$ cat src/rtl/hazard_scoreboard_pkg.sv
// Shared types and constants for the ID-stage hazard scoreboard.
package hazard_scoreboard_pkg;

    localparam int ADDR_W_DEF = 4;
    // Entries store dest at a fixed maximum width so the struct is shared across ADDR_W builds.
    localparam int ADDR_W_MAX = 8;
    localparam int FWD_NONE   = 0;

    typedef struct packed {
        logic                  valid;
        logic [ADDR_W_MAX-1:0] dest;
        logic                  is_load;
    } sb_entry_t;

    function automatic int sel_width(input int stages);
        return $clog2(stages + 1);
    endfunction

endpackage

$ cat src/rtl/hazard_scoreboard_if.sv
// ID-stage <-> scoreboard bundle: decoded operand info in, stall/forward info out.
interface hazard_scoreboard_if #(
    parameter int ADDR_W  = hazard_scoreboard_pkg::ADDR_W_DEF,
    parameter int NUM_SRC = 3,
    parameter int STAGES  = 2,
    parameter int CNT_W   = 16
);
    import hazard_scoreboard_pkg::*;

    localparam int SEL_W = sel_width(STAGES);

    logic                      fwd_en;
    logic                      id_valid;
    logic [NUM_SRC*ADDR_W-1:0] src_addr;
    logic [NUM_SRC-1:0]        src_used;
    logic                      id_wb_en;
    logic [ADDR_W-1:0]         id_dest;
    logic                      id_mem_read;
    logic                      flush;
    logic                      hazard;
    logic [NUM_SRC*SEL_W-1:0]  fwd_sel;
    logic [(1<<ADDR_W)-1:0]    pending;
    logic [CNT_W-1:0]          stall_count;

    modport master (
        output fwd_en, id_valid, src_addr, src_used, id_wb_en, id_dest, id_mem_read, flush,
        input  hazard, fwd_sel, pending, stall_count
    );

    modport slave (
        input  fwd_en, id_valid, src_addr, src_used, id_wb_en, id_dest, id_mem_read, flush,
        output hazard, fwd_sel, pending, stall_count
    );

endinterface

$ cat src/rtl/hazard_scoreboard_src_match.sv
// One source operand against every in-flight entry: any match, load-use on EXE, youngest forward select.
module hazard_src_match
    import hazard_scoreboard_pkg::*;
#(
    parameter int STAGES = 2,
    parameter int SEL_W  = sel_width(STAGES)
) (
    input  logic                  active,
    input  logic [ADDR_W_MAX-1:0] addr,
    input  sb_entry_t [STAGES-1:0] entries,
    output logic                  any_match,
    output logic                  load_use,
    output logic [SEL_W-1:0]      sel
);

    always_comb begin
        any_match = 1'b0;
        sel       = SEL_W'(FWD_NONE);
        // Walk oldest to youngest so the youngest match overwrites sel last.
        for (int k = STAGES - 1; k >= 0; k--) begin
            if (active && entries[k].valid && (entries[k].dest == addr)) begin
                any_match = 1'b1;
                sel       = SEL_W'(k + 1);
            end
        end
        load_use = active && entries[0].valid && entries[0].is_load && (entries[0].dest == addr);
    end

endmodule

$ cat src/rtl/hazard_scoreboard.sv
// Shift-register scoreboard of in-flight writes between ID and WB; drives stall and forwarding selects.
module hazard_scoreboard
    import hazard_scoreboard_pkg::*;
#(
    parameter int ADDR_W  = ADDR_W_DEF,
    parameter int NUM_SRC = 3,
    parameter int STAGES  = 2,
    parameter int CNT_W   = 16
) (
    input  logic               clk,
    input  logic               rst,
    hazard_scoreboard_if.slave bus
);

    localparam int SEL_W = sel_width(STAGES);

    sb_entry_t [STAGES-1:0]          sb_q, sb_d;
    logic [CNT_W-1:0]                cnt_q, cnt_d;
    logic [NUM_SRC-1:0]              any_match, load_use;
    logic [NUM_SRC-1:0][SEL_W-1:0]   src_sel;
    logic [NUM_SRC*SEL_W-1:0]        fwd_sel;
    logic [(1<<ADDR_W)-1:0]          pending;
    logic                            hazard;

    for (genvar i = 0; i < NUM_SRC; i++) begin : g_src
        hazard_src_match #(.STAGES(STAGES), .SEL_W(SEL_W)) u_match (
            .active    (bus.id_valid & bus.src_used[i]),
            .addr      (ADDR_W_MAX'(bus.src_addr[i*ADDR_W +: ADDR_W])),
            .entries   (sb_q),
            .any_match (any_match[i]),
            .load_use  (load_use[i]),
            .sel       (src_sel[i])
        );
    end

    // With forwarding only a load still in EXE cannot be bypassed in time.
    assign hazard = bus.fwd_en ? |load_use : |any_match;

    always_comb begin
        fwd_sel = '0;
        for (int i = 0; i < NUM_SRC; i++)
            fwd_sel[i*SEL_W +: SEL_W] = bus.fwd_en ? src_sel[i] : SEL_W'(FWD_NONE);

        pending = '0;
        for (int k = 0; k < STAGES; k++)
            if (sb_q[k].valid) pending[sb_q[k].dest[ADDR_W-1:0]] = 1'b1;

        sb_d[0].valid   = bus.id_valid & bus.id_wb_en & ~hazard & ~bus.flush;
        sb_d[0].dest    = ADDR_W_MAX'(bus.id_dest);
        sb_d[0].is_load = bus.id_mem_read;
        for (int k = 1; k < STAGES; k++)
            sb_d[k] = sb_q[k-1];

        cnt_d = cnt_q;
        if (hazard && !bus.flush && (cnt_q != '1))
            cnt_d = cnt_q + 1'b1;
    end

    always_ff @(posedge clk) begin
        if (rst) begin
            sb_q  <= '0;
            cnt_q <= '0;
        end else begin
            sb_q  <= sb_d;
            cnt_q <= cnt_d;
        end
    end

    assign bus.hazard      = hazard;
    assign bus.fwd_sel     = fwd_sel;
    assign bus.pending     = pending;
    assign bus.stall_count = cnt_q;

endmodule

$ cat src/flat_wrapper.sv
// flat-port wrapper written by rule: the top's interface ports become plain ports
module hazard_scoreboard_flat import hazard_scoreboard_pkg::*;
#(
    parameter int ADDR_W  = ADDR_W_DEF,
    parameter int NUM_SRC = 3,
    parameter int STAGES  = 2,
    parameter int CNT_W   = 16
)
  (clk, rst, bus_fwd_en, bus_id_valid, bus_src_addr, bus_src_used, bus_id_wb_en, bus_id_dest, bus_id_mem_read, bus_flush, bus_hazard, bus_fwd_sel, bus_pending, bus_stall_count);
  hazard_scoreboard_if #(.ADDR_W(ADDR_W), .NUM_SRC(NUM_SRC), .STAGES(STAGES), .CNT_W(CNT_W)) bus_i ();
  input  logic clk;
  input  logic rst;
  input wire logic [$bits(bus_i.fwd_en)-1:0] bus_fwd_en;
  input wire logic [$bits(bus_i.id_valid)-1:0] bus_id_valid;
  input wire logic [$bits(bus_i.src_addr)-1:0] bus_src_addr;
  input wire logic [$bits(bus_i.src_used)-1:0] bus_src_used;
  input wire logic [$bits(bus_i.id_wb_en)-1:0] bus_id_wb_en;
  input wire logic [$bits(bus_i.id_dest)-1:0] bus_id_dest;
  input wire logic [$bits(bus_i.id_mem_read)-1:0] bus_id_mem_read;
  input wire logic [$bits(bus_i.flush)-1:0] bus_flush;
  output wire logic [$bits(bus_i.hazard)-1:0] bus_hazard;
  output wire logic [$bits(bus_i.fwd_sel)-1:0] bus_fwd_sel;
  output wire logic [$bits(bus_i.pending)-1:0] bus_pending;
  output wire logic [$bits(bus_i.stall_count)-1:0] bus_stall_count;
  assign bus_i.fwd_en = bus_fwd_en;
  assign bus_i.id_valid = bus_id_valid;
  assign bus_i.src_addr = bus_src_addr;
  assign bus_i.src_used = bus_src_used;
  assign bus_i.id_wb_en = bus_id_wb_en;
  assign bus_i.id_dest = bus_id_dest;
  assign bus_i.id_mem_read = bus_id_mem_read;
  assign bus_i.flush = bus_flush;
  assign bus_hazard = bus_i.hazard;
  assign bus_fwd_sel = bus_i.fwd_sel;
  assign bus_pending = bus_i.pending;
  assign bus_stall_count = bus_i.stall_count;
  hazard_scoreboard #(.ADDR_W(ADDR_W), .NUM_SRC(NUM_SRC), .STAGES(STAGES), .CNT_W(CNT_W)) u_core (.clk(clk), .rst(rst), .bus(bus_i));
endmodule
$ cat config.mk
export PLATFORM = sky130hd
export DESIGN_NAME = hazard_scoreboard_flat
export DESIGN_NICKNAME = d
export VERILOG_FILES = /design/src/rtl/hazard_scoreboard_pkg.sv /design/src/rtl/hazard_scoreboard_if.sv /design/src/rtl/hazard_scoreboard_src_match.sv /design/src/rtl/hazard_scoreboard.sv /design/src/flat_wrapper.sv
export SDC_FILE = /design/constraint.sdc
export NUM_CORES = 1
export LEC_CHECK = 0
export ABC_AREA = 1
export ABC_CLOCK_PERIOD_IN_PS = 4000
export CORE_MARGIN = 3
export CORE_UTILIZATION = 35
export CTS_CLUSTER_DIAMETER = 200
export CTS_CLUSTER_SIZE = 14
export DETAILED_ROUTE_END_ITERATION = 7
export GPL_TIMING_DRIVEN = 0
export PLACE_DENSITY = 0.58
export SETUP_SLACK_MARGIN = 0.3
export SYNTH_ARGS = -nofsm -noshare
export SYNTH_HDL_FRONTEND = slang
export SYNTH_SLANG_ARGS = --single-unit
export TNS_END_PERCENT = 100
$ cat constraint.sdc
create_clock -name clk -period 4 [get_ports clk]
set_clock_uncertainty 0.2 [all_clocks]
set_input_delay 1.2 -clock clk [delete_from_list [all_inputs] [get_ports clk]]
set_output_delay 1.2 -clock clk [all_outputs]
set_load 0.1 [all_outputs]
# Word-level counts from Yosys, hierarchy flattened
# Cells that the tools add are included.
# totals
regBits	35
latchBits	0
mem_bits_rw	0
mem_bits_ro	0
input_bits	26
output_inout_bits	39
n_memories	0
# op_classes
add_sub_neg	1
multipliers	0
div	0
order_cmp	4
eq_ne	7
shift	0
n_mux	22
bitwise	9
reduce_logical	25
# ops
op	count
8-bit by 4-bit == test with 1-bit output	6
16-bit 2-to-1 mux	2
1-bit logical AND	22
2-bit 2-to-1 mux	9
16-bit by 1-bit adder with 16-bit output, second input constant	1
16-bit inequality test, second input constant	1
16-bit bitwise OR	1
4-bit by 5-bit less-than comparator with 1-bit output, second input constant	2
1-bit 2-to-1 mux	9
1-bit demux with 4-bit select	2
4-bit by 1-bit greater-or-equal comparator with 1-bit output, second input constant	2
1-bit AND	6
3-bit OR reduction	2
1-bit inverter	2
1-bit zero test	1

# Depth between registers and ports, before layout
# Gate-level depths: netlist (run 1).
# logic_depth
word_depth	10
ltp_mapped	13

# Hierarchy
# From an unflattened synthesis (run 1), not the netlist that was laid out.
# hier_totals
hier_cells	525
area_unflattened_um2	2748.9
# by_module_without_submodules
module	n_inst	cells_per_inst	area_per_inst_um2	seq_area_each_um2
hazard_scoreboard	1	294	1716.6	560.5
hazard_src_match	3	77	344.1	0.0

# Worst setup path before layout (run 1)
# OpenSTA, ideal clock, no wires.
# synth_path
path_type	register -> output
from	register u_core.sb_q[13] (netlist name)
to	output bus_pending[12]
t_arrival_ns	2.831
path_slack_ns	-0.231
path_stages_with_launch	4
path_cell_list	dfxtp_1 clkbuf_2 nand3_1 o31ai_1
# synth_between
elab_chain_len	6
word_cells_on_any_way	7
# synth_rtl
item	line_no	text
from (decl)	hazard_scoreboard.sv:17	sb_entry_t [STAGES-1:0] sb_q, sb_d;
from (signal assigned)	hazard_scoreboard.sv:61	sb_q <= '0;
from (signal assigned)	hazard_scoreboard.sv:64	sb_q <= sb_d;
4-bit by 5-bit less-than comparator with 1-bit output (implied by the code) / 4-bit by 1-bit greater-or-equal comparator with 1-bit output (equally long branches)	hazard_scoreboard.sv:46	if (sb_q[k].valid) pending[sb_q[k].dest[ADDR_W-1:0]] = 1'b1;
1-bit logical AND (implied by the code)	hazard_scoreboard.sv:46	
1-bit 2-to-1 mux (implied by the code)	hazard_scoreboard.sv:46	
1-bit demux with 4-bit select *	--	
16-bit bitwise OR (no line) *	--	
16-bit 2-to-1 mux *	hazard_scoreboard.sv:46	
to (decl)	flat_wrapper.sv:23	output wire logic [$bits(bus_i.pending)-1:0] bus_pending;
# Mark *: on every way between the ends. The rest lies on a longest branch, timed or not.

# Final worst setup path (run 1)
# layout_path
from	input bus_fwd_en
to	output bus_hazard
# layout_between
elab_chain_len	1
# layout_rtl
item	line_no	text
from (decl)	flat_wrapper.sv:13	input wire logic [$bits(bus_i.fwd_en)-1:0] bus_fwd_en;
1-bit 2-to-1 mux	hazard_scoreboard.sv:37	assign hazard = bus.fwd_en ? |load_use : |any_match;
to (decl)	flat_wrapper.sv:21	output wire logic [$bits(bus_i.hazard)-1:0] bus_hazard;
# Every way passes these cells.

==> impl_results.md, run 1 <==
* Final setup violation count at 0
* Commonest cells after routing, fill and taps aside: nand2_1 (103), inv_1 (37), nor2_1 (32)
* Synthesized flop and latch total at 27
* Switch share at 30.56%
* Row Count at 28
* Status: finished clean
* Synth area leader: dfxtp_1
* GP Congestion at 0.8811
* NetSw at 0.1677 mW
* Fmax at 270.5 MHz
* Crit path launch type: primary input
* WL per Instance at 13.38 µm
* Most common cell after layout, fill and taps aside: nand2_1
* Max cap viols at 0
* P_leak at 1.397 nW
* Vias at 2,561
* Hold Path Stages at 2
* Vias in the first global route at 2,383
* Detailed Routing Iterations Pass 1 at 4
* H-tree Lvls at 1
* Clock-pin slew on the worst setup and hold paths at 90 ps
* Initial Util at 36.63%
* Die width at 85.19 µm
* Relative slew slack at 34.75%
* Distinct cell type count after synthesis at 33
* WHS at 312.0 ps
* CP arrival at 2300 ps
* Max Buffers Root-to-Sink at 2
* Data required time of the worst path at 2600 ps
* Area delta synth->final at 42.25%
* Setup crit end kind: primary output
* Hold Path Sink: u_core.bus.stall_count[3]$_SDFFE_PP0P_
* Power Dens Cells at 175.8 mW/mm²
* Seq/Total Area, Yosys at 24.63%
* FF-to-FF Start: u_core.sb_q[14]$_SDFF_PP0_
* Post-DP Area at 0.002964 mm²
* Largest net degree at the start of global routing at 16
* Period utilization at 92.41%
* Clock sink count at 27
* Syn Nets at 391
* Ranking of synthesized cells by area: dfxtp_1 (25%), nand2_1 (18%), nor2_1 (8.6%)
* Drt total wl at 6931 µm
* Antenna diode count at 0
* First-pass GRT wire length at 11,570 µm
* Final hold violations at 0
* VDD IR-drop max at 0.1285 mV
* All-Layer GR Usage at 19.49%
* Cells after Synth at 364
* Antenna violations before repair at 0
* Flop pwr share at 50.8%
* Core Footprint at 0.005991 mm²
* R2R Setup Slk at 1630 ps
* R2r worst-path depth at 15
* Die area at 0.007256 mm²
* Root Driver: clkbuf_8
* Slew @ Worst Pin at 975.6 ps
* Gate power share at 19.7%
* Drt drc at 0
* Fin area at 0.003122 mm²
* CTS tree: built
* Yosys top cell area share at 24.63%
* Vert. Die Dim at 85.19 µm
* Avg Cell Area, Syn at 6.029 µm²
* Setup CP Type: primary input to primary output
* Reg2reg end: u_core.bus.stall_count[3]$_SDFFE_PP0P_
* Initial drt markers at 156
* Routed Antenna Nets at 0
* Pint at 0.3811 mW
* CTS buffer count at 3
* I/O pins at 65
* Crit-path max FO at 5
* Worst min path class: register to register
* RSZ-0062 raised after global routing: true
* Grt total ovfl at 0
* Clock latency on the worst-skew pair at 280 ps
* Clock Power Share at 29.5%
* Tmin final at 3697 ps
* Share of post-route cells with drive strength above 1 at 27.09%
* Final Max Slew Viols at 0
* Layout Nets at 471
* Yosys warnings at 0
* IO buf count at 63
* Placed wire-length estimate at 5231 µm
* Hold path startpoint: u_core.bus.stall_count[3]$_SDFFE_PP0P_
* Cell area after synthesis at 0.002195 mm²
* Vias per cell at 4.944
==> layout make-up <==
cell class | instances | area, µm²
timing repair buffer | 75 | 659.4
clock inverter | 1 | 5.005
buffer | 13 | 88.84
multi-input combinational | 274 | 1503
inverter | 50 | 190.2
sequential | 27 | 540.5
tap | 75 | 93.84
fill | 649 | 2869
clock buffer | 3 | 41.29
==> synthesized netlist by cell type <==
library cell  number
xor2_1             8
nand2_2            9
dfxtp_1           27
nor4_1             1
clkbuf_1           3
clkbuf_2           1
nor3_4             2
nor3_1             3
clkinv_1           1
nand2_4            1
nor3_2             1
nor2_2             2
nand2_1          105
nand3_2            3
ha_1               1
o31ai_1            4
a21oi_2            4
inv_1             42
buf_4              3
buf_6              1
xnor2_1            7
buf_2              4
nand4_1           15
nand3b_1           1
inv_2              7
or2_2              1
o21ai_0           15
nand3_1           30
nand4_4            1
nor2_1            50
buf_8              1
a21oi_1            9
nand3_4            1
==> state kept, by name, indices dropped and copies added, names as in the netlist <==
signal and count:
u_core.bus.stall_count 16, u_core.sb_d 6, u_core.sb_q 5
==> through the flow <==
stage	instances	utilization (%)	setup slack (ps)	total power [mW]	TNS, ps
floorplan	364	-	-231.4	0.3440	-925.5
global placement	502	49.48	-1261	0.3897	-6435
detailed placement	502	49.48	-1260	0.3899	-6461
CTS	516	52.53	194.1	0.5538	0
global route	518	52.11	225.5	0.5768	0
finish	518	52.11	303.5	0.5488	0
==> power groups by stage <==
stage	Combinational, mW	Sequential [mW]	Clock [mW]
detailed placement	0.105	0.285	0
finish	0.108	0.279	0.162
floorplan	0.0605	0.284	0
CTS	0.106	0.279	0.169
global route	0.119	0.280	0.178
global placement	0.105	0.285	0
==> worst max-delay path, cell delays in order <==
cell and delay (ps):
clkdlybuf4s15_1 290, inv_4 100, or2_2 290, nand2_2 90, nand2_4 50, buf_8 120
buf_12 160
==> metal layers <==
metal / GRT usage, % / vias to the layer above / share of wire [%]
li1: - / 1311 / -
met1: 28.59 / 1176 / 49
met2: 30.16 / 69 / 44
met3: 2.427 / 5 / 6.1
met4: 4.892 / 0 / 0.91
met5: 0 / - / 0
==> logic make-up (layout without fill, tap and decap cells) <==
group           after synthesis  after routing  share of synthesized area (%)
xor+xnor                     15             15                          5.986
fa+ha+maj                     1              1                         0.5700
simple gates                226            226                          47.95
flops                        27             27                          24.63
buf+inv                      63            142                          12.43
compound gates               32             32                          8.438
==> how the worst max path moves through the flow <==
stage	end	slack, ps	start
after floorplan	bus_pending[12]	-230	u_core.sb_q[13]$_SDFF_PP0_
after global placement	bus_hazard	-1260	bus_id_valid
after detailed placement	bus_hazard	-1260	bus_id_valid
after CTS	bus_hazard	190	bus_src_addr[2]
after global routing	bus_hazard	230	bus_fwd_en
final	bus_hazard	300	bus_fwd_en
==> repair_timing <==
item,in CTS,in global routing
pin swaps,15,20
setup buffers,10,2
resized for setup,115,70
hold buffers,0,0
cloned,0,0
endpoints found under the setup margin,23,20
No activity file was read; power rests on OpenSTA's default activity.
==> inputs of run 2 (changes only) <==
--- a/config.mk
+++ b/config.mk
@@ -13,6 +13,7 @@
 export CTS_CLUSTER_SIZE = 14
 export DETAILED_ROUTE_END_ITERATION = 7
 export GPL_TIMING_DRIVEN = 0
+export MAX_ROUTING_LAYER = met4
 export PLACE_DENSITY = 0.58
 export SETUP_SLACK_MARGIN = 0.3
 export SYNTH_ARGS = -nofsm -noshare
==> run 2 against run 1 <==
Via count down 0.47%; sequential power about the same; worst setup slack worse by 19 ps; critical path type unchanged; largest power group unchanged; highest routed layer unchanged.
==> impl_results.md, run 2 (same netlist as run 1, synthesis figures left out) <==
* Setup crit end kind: primary output
* Placed wire-length estimate at 5283 µm (+0.99%)
* Switch share at 30.90% (+0.34 points)
* Hold Path Stages at 2 (unchanged)
* CP endpoint: bus_hazard
* Power Dens Cells at 181.1 mW/mm² (+3.0%)
* Data required time of the worst path at 2600 ps (about the same)
* P_leak at 1.381 nW (-1.2%)
* Clock latency on the worst-skew pair at 280 ps (about the same)
* CP max stage delay at 310 ps (+20 ps)
* Max cap viols at 0 (unchanged)
* Root Driver: clkbuf_8
* Relative slew slack at 34.65% (-0.11 points)
* Routed Antenna Nets at 0 (unchanged)
* Clock-pin slew on the worst setup and hold paths at 100 ps (about the same)
* Vert. Die Dim at 85.19 µm (unchanged)
* Reg2reg end: u_core.bus.stall_count[3]$_SDFFE_PP0P_
* Crit path launch type: primary input
* Pint at 0.3825 mW (+0.35%)
* Detailed Routing Iterations Pass 1 at 4 (unchanged)
* Core Footprint at 0.005991 mm² (unchanged)
* Antenna diode count at 0 (unchanged)
* Slew @ Worst Pin at 977.3 ps (+1.618 ps)
* Crit path cell chain: dlygate4sd2_1, inv_4, or2_2, nand2_2, nand2_4, buf_8, buf_12
* Drt total wl at 6792 µm (-2.0%)
* Tmin final at 3716 ps (+19.22 ps)
* Crit-path max FO at 5 (unchanged)
* Met2 Track Usage GR at 27.40% (-2.8 points)
* RSZ-0062 raised after global routing: true
* Drt drc at 0 (unchanged)
* Layout Nets at 467 (-0.85%)
* Top Family by Delay on Critical Path: buffers and inverters
* Row Count at 28 (unchanged)
* Die width at 85.19 µm (unchanged)
* CTS buffer count at 3 (unchanged)
* Met3 Use GR at 3.301% (+0.87 points)
* Vias at 2,549 (-0.47%)
* Initial Util at 36.63% (unchanged)
* First-pass GRT wire length at 11,060 µm (-4.4%)
* Dpl cells at 502 (unchanged)
* Post-Layout Cell Count at 514 (-0.77%)
* WHS at 304.8 ps (-7.205 ps)
* Largest net degree at the start of global routing at 18 (+2)
* Share of post-route cells with drive strength above 1 at 25.74% (-1.3 points)
* Grt total ovfl at 0 (unchanged)
* Initial drt markers at 135 (-13%)
* Period utilization at 92.89% (+0.48 points)
* Vias in the first global route at 2,285 (-4.1%)
* Clock sink count at 27 (unchanged)
* Crit. Startpoint: bus_fwd_en
* Gate power share at 18.8% (-0.9 points)
* H-tree Lvls at 1 (unchanged)
* CTS tree: built
* Final setup violation count at 0 (unchanged)
* IO buf count at 63 (unchanged)
* Met1 GRT Util at 28.22% (-0.36 points)
* GP Congestion at 0.8639 (-2.0%)
* Gr busiest metal: met1
* R2r worst-path depth at 13 (-2)
* Most common cell after layout, fill and taps aside: nand2_1
* Fmax at 269.1 MHz (-0.52%)
* CP arrival at 2320 ps (+20 ps)
* Post-DP Area at 0.002964 mm² (unchanged)
* Commonest cells after routing, fill and taps aside: nand2_1 (103), inv_1 (37), nor2_1 (34)
* Final hold violations at 0 (unchanged)
* Clock Power Share at 30.8% (+1.3 points)
* Critical path buffer and inverter count at 4 (unchanged)
* Max Buffers Root-to-Sink at 2 (unchanged)
* Final total power at 0.5534 mW (+0.84%)
* I/O pins at 65 (unchanged)
* Total stage count of the critical path at 7 (unchanged)
* NetSw at 0.1710 mW (+2.0%)
* Worst min path class: register to register
* VDD IR-drop max at 0.1776 mV (+38%)
* Status: finished clean
* Fin area at 0.003055 mm² (-2.1%)
* Flop pwr share at 50.4% (-0.4 points)
* FF-to-FF Start: u_core.sb_d[11]$_SDFF_PP0_
* R2R Setup Slk at 1820 ps (+190 ps)
* Vias per cell at 4.959 (+0.31%)
* Setup CP Type: primary input to primary output
* All-Layer GR Usage at 19.13% (-0.36 points)
* Final Max Slew Viols at 0 (unchanged)
* Crit-path slowest cell: dlygate4sd2_1
* Die area at 0.007256 mm² (unchanged)
* Max FFs per register at 16 (unchanged)
* Area delta synth->final at 39.22%
* WL per Instance at 13.21 µm (-1.2%)
* Antenna violations before repair at 0 (unchanged)
[run 2: stage by stage]
stage	setup WS, ps	utilization, %	setup TNS (ps)
after detailed placement	-1273	49.48	-6412
after global placement	-1266	49.48	-6371
final	284.3	51.00	0
after floorplan	-231.4	-	-925.5
after global routing	247.0	51.00	0
after CTS	204.6	52.17	0
[run 2: final cells by class]
type | count | area [µm²]
clock inverters | 1 | 8.758
well taps | 75 | 93.84
plain buffers | 13 | 88.84
flip-flops and latches | 27 | 540.5
inverters | 50 | 190.2
repair buffers | 71 | 610.6
clock buffers | 3 | 41.29
fillers | 630 | 2935
multi-input cells | 274 | 1481
[run 2: worst min path at each step]
stage,start,to
after global placement,u_core.bus.stall_count[3]$_SDFFE_PP0P_,u_core.bus.stall_count[3]$_SDFFE_PP0P_
after CTS,u_core.bus.stall_count[3]$_SDFFE_PP0P_,u_core.bus.stall_count[3]$_SDFFE_PP0P_
after floorplan,u_core.sb_d[13]$_SDFF_PP0_,u_core.sb_q[13]$_SDFF_PP0_
final,u_core.bus.stall_count[3]$_SDFFE_PP0P_,u_core.bus.stall_count[3]$_SDFFE_PP0P_
after global routing,u_core.bus.stall_count[3]$_SDFFE_PP0P_,u_core.bus.stall_count[3]$_SDFFE_PP0P_
after detailed placement,u_core.bus.stall_count[3]$_SDFFE_PP0P_,u_core.bus.stall_count[3]$_SDFFE_PP0P_
[run 2: timing repair]
| item | CTS | global route |
|---|---|---|
| endpoints found under the setup margin | 23 | 19 |
| gates resized for setup | 114 | 59 |
| setup buffers | 7 | 1 |
| pin swaps | 19 | 18 |
| hold buffers | 0 | 0 |
[run 2: worst register-to-register path, stage by stage, from the launching register on]
cell and delay, ps:
dfxtp_1 530, inv_2 120, nand2_1 70, nand2_1 60, nor2_2 140, nand3_2 120, nand3_2 80, nand2_2 60
nand2_4 70, buf_4 160, nand3_4 130, buf_8 190, nand2_1 70, a21oi_2 50
[run 2: power by group through the flow]
stage	registers, mW	clock network (mW)	logic [mW]
floorplan	0.284	0	0.0605
global placement	0.285	0	0.105
detailed placement	0.285	0	0.105
CTS	0.279	0.178	0.104
global route	0.280	0.187	0.114
finish	0.279	0.171	0.104
[run 2: per-layer routing]
metal | share of wire [%] | up-vias
li1 | - | 1304
met1 | 50 | 1153
met2 | 42 | 84
met3 | 6.5 | 8
met4 | 1.1 | 0
met5 | 0 | -
